==> config.mk <==
export PLATFORM = sky130hd
export DESIGN_NAME = rgb_mode_sequencer
export DESIGN_NICKNAME = d
export VERILOG_FILES = /design/src/rtl/rgb_seq_pkg.sv /design/src/rtl/rgb_addsub8.sv /design/src/rtl/rgb_mode_sequencer.sv
export SDC_FILE = /design/constraint.sdc
export NUM_CORES = 1
export LEC_CHECK = 0
export BUFFER_PORTS_ARGS = -buffer_cell sky130_fd_sc_hd__buf_2
export CAP_MARGIN = 15
export CORE_MARGIN = 8
export CORE_UTILIZATION = 30
export CTS_CLUSTER_DIAMETER = 150
export DETAILED_ROUTE_END_ITERATION = 8
export GPL_TIMING_DRIVEN = 0
export SYNTH_ARGS = -nofsm -noshare
export SYNTH_HDL_FRONTEND = slang
export SYNTH_SLANG_ARGS = --single-unit
export TNS_END_PERCENT = 20
==> constraint.sdc <==
create_clock -name clk -period 3.3 [get_ports clk]
set_input_delay 0.99 -clock clk [delete_from_list [all_inputs] [get_ports clk]]
set_output_delay 0.99 -clock clk [all_outputs]
set_load 0.1 [all_outputs]
==> src/rtl/rgb_seq_pkg.sv <==
// Shared definitions for the RGB mode sequencer: mode encodings, defaults
// and the bundled control-request type.
package rgb_seq_pkg;

  localparam logic [3:0] MODE_OFF         = 4'b0000;
  localparam logic [3:0] MODE_BRIGHT_UP   = 4'b0001;
  localparam logic [3:0] MODE_BRIGHT_DOWN = 4'b0010;
  localparam logic [3:0] MODE_STEADY      = 4'b0011;
  localparam logic [3:0] MODE_COLOR_SEL   = 4'b0100;
  localparam logic [3:0] MODE_FADE_HOLD   = 4'b0101;
  localparam logic [3:0] MODE_FADE_IN     = 4'b0110;
  localparam logic [3:0] MODE_FADE_OUT    = 4'b0111;
  localparam logic [3:0] MODE_PRESET_1    = 4'b1000;
  localparam logic [3:0] MODE_PRESET_2    = 4'b1001;
  localparam logic [3:0] MODE_PRESET_3    = 4'b1010;

  localparam int BRIGHT_INIT_DEF = 10;
  localparam int BRIGHT_STEP_DEF = 5;
  localparam int PRESET_COUNT    = 3;
  localparam int NUM_MODES       = 10;  // one-hot width (OFF has no bit)

  typedef enum logic [3:0] {
    OFF         = MODE_OFF,
    BRIGHT_UP   = MODE_BRIGHT_UP,
    BRIGHT_DOWN = MODE_BRIGHT_DOWN,
    STEADY      = MODE_STEADY,
    COLOR_SEL   = MODE_COLOR_SEL,
    FADE_HOLD   = MODE_FADE_HOLD,
    FADE_IN     = MODE_FADE_IN,
    FADE_OUT    = MODE_FADE_OUT,
    PRESET_1    = MODE_PRESET_1,
    PRESET_2    = MODE_PRESET_2,
    PRESET_3    = MODE_PRESET_3
  } mode_e;

  typedef struct packed {
    logic       on;
    logic       up;
    logic       down;
    logic [2:0] color;
    logic [1:0] fade;
    logic       preset;
  } ctrl_req_t;

endpackage

==> src/rtl/rgb_addsub8.sv <==
// 8-bit add/subtract unit; subtract is A + ~B + 1, CarryOut is bit 8.
module rgb_addsub8 (
  input  logic [7:0] A,
  input  logic [7:0] B,
  input  logic       Subtract,
  output logic [7:0] ALU_Out,
  output logic       CarryOut
);

  logic [7:0] b_eff;

  assign b_eff = Subtract ? ~B : B;
  assign {CarryOut, ALU_Out} = {1'b0, A} + {1'b0, b_eff} + {8'd0, Subtract};

endmodule

==> src/rtl/rgb_mode_sequencer.sv <==
// Mode sequencer: registers the encoded light mode, decodes it one-hot and
// steps a saturating brightness level through the add/subtract unit.
module rgb_mode_sequencer
  import rgb_seq_pkg::*;
#(
  parameter int BRIGHT_INIT = BRIGHT_INIT_DEF,
  parameter int BRIGHT_STEP = BRIGHT_STEP_DEF
) (
  input  logic                 clk,
  input  logic                 rst,
  input  logic                 on,
  input  logic                 up,
  input  logic                 down,
  input  logic [2:0]           color,
  input  logic [1:0]           fade,
  input  logic                 preset,
  output logic [3:0]           q,
  output logic [NUM_MODES-1:0] t,
  output logic [7:0]           brightness,
  output logic [2:0]           color_q
);

  localparam logic [7:0] STEP8 = 8'(BRIGHT_STEP);
  localparam logic [7:0] INIT8 = 8'(BRIGHT_INIT);

  ctrl_req_t  req;
  mode_e      mode_q, mode_d;
  logic [7:0] alu_out;
  logic       alu_co;
  logic       sub;

  assign req = '{on: on, up: up, down: down, color: color, fade: fade, preset: preset};
  assign q   = mode_q;

  always_ff @(posedge clk or posedge rst) begin
    if (rst) mode_q <= OFF;
    else     mode_q <= mode_d;
  end

  always_comb begin
    mode_d = OFF;
    if (!req.on) begin
      mode_d = OFF;
    end else if (req.preset) begin
      case (mode_q)
        PRESET_1: mode_d = PRESET_2;
        PRESET_2: mode_d = PRESET_3;
        default:  mode_d = PRESET_1;
      endcase
    end else if (req.fade != 2'b00) begin
      case (req.fade)
        2'b01:   mode_d = FADE_IN;
        2'b10:   mode_d = FADE_OUT;
        default: mode_d = FADE_HOLD;
      endcase
    end else if (req.color != 3'b000) begin
      mode_d = COLOR_SEL;
    end else if (req.up ^ req.down) begin
      mode_d = req.up ? BRIGHT_UP : BRIGHT_DOWN;
    end else if (req.up && req.down) begin
      mode_d = STEADY;
    end else begin
      // Fade/preset modes are sticky; everything else settles to STEADY.
      case (mode_q)
        FADE_HOLD, FADE_IN, FADE_OUT,
        PRESET_1, PRESET_2, PRESET_3: mode_d = mode_q;
        default:                      mode_d = STEADY;
      endcase
    end
  end

  // Bit i lights for encoding i+1; encodings above PRESET_3 decode to zero.
  always_comb begin
    t = '0;
    for (int i = 0; i < NUM_MODES; i++)
      t[i] = (q == 4'(i + 1));
  end

  assign sub = (mode_q == BRIGHT_DOWN);

  rgb_addsub8 u_addsub (
    .A        (brightness),
    .B        (STEP8),
    .Subtract (sub),
    .ALU_Out  (alu_out),
    .CarryOut (alu_co)
  );

  // Steps on the current mode, so brightness trails q by one edge.
  always_ff @(posedge clk or posedge rst) begin
    if (rst) begin
      brightness <= INIT8;
    end else begin
      case (mode_q)
        BRIGHT_UP:   brightness <= alu_co ? 8'hFF : alu_out;
        BRIGHT_DOWN: brightness <= alu_co ? alu_out : 8'h00;
        default:     brightness <= brightness;
      endcase
    end
  end

  always_ff @(posedge clk or posedge rst) begin
    if (rst)                   color_q <= 3'b111;
    else if (mode_d == COLOR_SEL) color_q <= color;
  end

endmodule

==> impl_metrics.env <==
export IMPL_rows=23
export IMPL_vias=1122
export IMPL_syn_area_mm2=0.001226
export IMPL_skew_ns=0.0007063
export IMPL_comb_power_share_pct=67.9
export IMPL_setup_tns_final_ns=0
export IMPL_yosysWarnings=0
export IMPL_instances_no_fill=227
export IMPL_reg2reg_depth=11
export IMPL_r2r_start="q[0]"
export IMPL_syn_nets=162
export IMPL_holdPathEnd="brightness[3]"
export IMPL_multi_input_area_um2=809.5
export IMPL_numCtsBuffers=3
export IMPL_crit_path_end_kind="output port"
export IMPL_power_mw=1.446
export IMPL_seqPwrFrac_pct=22.4
export IMPL_hold_buffers=0
export IMPL_clock_sinks=15
export IMPL_fill_cells=418
export IMPL_fmax_mhz=319.4
export IMPL_internal_power_uw=584.1
export IMPL_dp_cells=223
export IMPL_clkPwrFrac_pct=9.7
export IMPL_drt_wl_total_um=2901
export IMPL_fin_nets=202
export IMPL_crit_fanout=9
export IMPL_slew_headroom_pct=63.34
export IMPL_viasPerCell=4.943
export IMPL_layout_common_cells="buf_2 (35), a21oi_1 (13), ha_1 (12)"
export IMPL_grt_max_degree=16
export IMPL_finalSetupViolations=0
export IMPL_netSwitchingPower_uw=862.0
export IMPL_regToRegEndpoint="brightness[7]"
export IMPL_ys_types=45
export IMPL_ir_worst_vdd_mv=0.2910
export IMPL_die_h_um=79.93
export IMPL_cp_data_required_time_ns=2.31
export IMPL_cts_root_buf="clkbuf_8"
export IMPL_seq_area_um2=381.6
export IMPL_arrival_ns=2.14
export IMPL_die_area_mm2=0.006389
export IMPL_track_usage_pct=8.883
export IMPL_tightest_slew_ns=0.5492
export IMPL_cpPeakStageDelay_ns=0.48
export IMPL_areaGrowthSynthToFinish_pct=25.20
export IMPL_synth_edf_count=0
export IMPL_antenna_found_initial=0
export IMPL_yosysSeqAreaShare_pct=31.12
export IMPL_cts_tree="yes"
export IMPL_grt_pass1_wl_um=4726
export IMPL_drcViolationCount=0
export IMPL_cap_violations=0
export IMPL_swShare_pct=59.61
export IMPL_worst_path_dominant_cell_family="buffers and inverters"
export IMPL_synth_seq_cells=15
export IMPL_place_ws_ns=0.1117
export IMPL_critPathKind="reg2out"
export IMPL_initial_core_util_pct=30.88
export IMPL_timing_final_crit_share_pct=94.86
export IMPL_pin_count=36
export IMPL_initialDrtViolationCount=50
export IMPL_fin_crit_ns=3.131
export IMPL_insertion_delay_ns=0.24
export IMPL_rrSetupSlack_ns=0.24
export IMPL_p_per_area_mw_per_mm2=942.0
export IMPL_hold_viol=0
export IMPL_leakagePower_nw=0.7800
export IMPL_cts_max_level=1
export IMPL_avgRoutedWirePerCell_um=12.78
export IMPL_die_width_um=79.93
export IMPL_whs_ns=0.5420
export IMPL_finalMaxSlewViolations=0
export IMPL_crit_path_start_kind="register"
export IMPL_grt_pass1_vias=1111
export IMPL_postRouteAntennaNets=0
export IMPL_clockBufferDepth=2
export IMPL_io_buffers=35
export IMPL_setup_slack_ns=0.1695
export IMPL_rsz0062_at_grt="false"
export IMPL_status="finished, final reports clean"
export IMPL_synthArstFlopShare_pct=100.0
export IMPL_ys_flop_type="dfrtp_1"
export IMPL_final_common_cell="buf_2"
export IMPL_gp_congestion=0.7980
export IMPL_antenna_cells=0
export IMPL_critPathBufInv=4
export IMPL_cts_reportedPaths_clkPinSlew_ns=0.06
export IMPL_drive_gt1_share_pct=36.16
export IMPL_synthCells=138
export IMPL_grt_ovfl_total=0
export IMPL_first_pass_iters=4
export IMPL_fp_coreArea_mm2=0.003971
export IMPL_worstHoldStart="brightness[3]"
export IMPL_cpMaxStageDelayCell="dfrtp_1"
export IMPL_syn_area_per_cell_um2=8.885
export IMPL_whs_path_depth=2
export IMPL_hold_path_class="reg2reg"
export IMPL_worstPathCellList="nand2b_1 -> or3_1 -> clkbuf_1 -> inv_2 -> buf_4 -> buf_2"
export IMPL_dpl_hpwl_um=2357
==> routing by layer <==
metal	GRT usage [%]	vias up	part of all wire, %	wire (um)
li1	-	582	-	-
met1	10.99	510	51	1471
met2	14.47	28	43	1255
met3	1.802	2	5.1	147
met4	3.818	0	0.93	27
met5	0	-	0	0
==> tightest hold or removal path, cell delays in order, from the launching register on <==
cell and delay [ns]:
dfstp_2 0.38, o22ai_1 0.10, a21oi_1 0.06
==> cell usage after synthesis, types with 2 or more instances <==
master	number	area share (%)
o21ai_0	4	1.6
nand2_1	9	2.8
and2b_2	2	1.4
o211ai_1	2	1.2
inv_1	9	2.8
mux2_4	3	3.7
o22ai_1	7	3.6
or2_1	2	1.0
ha_1	12	12
clkbuf_1	3	0.92
inv_2	2	0.61
o21ai_1	3	1.2
nand2b_1	3	1.5
a21oi_1	13	5.3
xnor2_1	3	2.1
or3_1	3	1.5
nor3_1	7	2.9
nor2_1	10	3.1
dfrtp_1	10	20
dfstp_2	5	11
or2b_2	2	1.4
==> state kept, by name, summed over array words and instances (netlist names) <==
register,cells
brightness,8
q,4
color_q,3
==> worst max path at each step <==
stage,startpoint,to,slack (ns),cells after the start
6_report,q[0],t[1],0.17,6
3_3_place_gp,q[0],brightness[1],0.11,11
5_1_grt,q[0],brightness[1],0.04,11
3_5_place_dp,up,color_q[1],0.11,7
4_1_cts,q[0],brightness[1],0.09,11
2_1_floorplan,q[2],t[5],-0.34,2
==> timing repair <==
action | 4_1_cts | 5_1_grt
resized for setup | 0 | 4
setup buffers | 0 | 0
endpoints found under the setup margin | 0 | 5
==> cell type report <==
cell class / count / share of cell area, %
plain buffers: 4 / 1.304
clock buffers: 4 / 2.934
inverters: 11 / 2.689
multi-input cells: 108 / 52.73
flip-flops and latches: 15 / 24.86
well taps: 50 / 4.075
repair buffers: 35 / 11.41
==> metrics by stage <==
step	utilization [%]	area (um2)
2_1_floorplan	-	1244
3_3_place_gp	37.30	1481
3_5_place_dp	37.30	1481
4_1_cts	38.44	1526
5_1_grt	38.66	1535
6_report	38.66	1535
==> power by group through the flow <==
stage / Sequential [mW] / Combinational (mW) / Clock [mW]
6_report: 0.324 / 0.982 / 0.141
5_1_grt: 0.332 / 1.04 / 0.158
4_1_cts: 0.324 / 0.981 / 0.146
3_5_place_dp: 0.327 / 0.975 / 0
3_3_place_gp: 0.328 / 0.977 / 0
2_1_floorplan: 0.771 / 0.378 / 0
==> cell families (layout without fill, tap and decap cells) <==
kind of cell / count (synthesis) / count (layout) / share of synthesized area, %
flip-flops: 15 / 15 / 31.12
XOR/XNOR: 4 / 4 / 2.858
AND/OR/NAND/NOR: 45 / 45 / 20.41
AO/OA/AOI/OAI: 43 / 43 / 23.16
multiplexers: 3 / 3 / 3.673
adder cells (fa/ha/maj): 13 / 13 / 13.88
buffers and inverters: 15 / 54 / 4.898
Power figures use the tool's default switching activity.
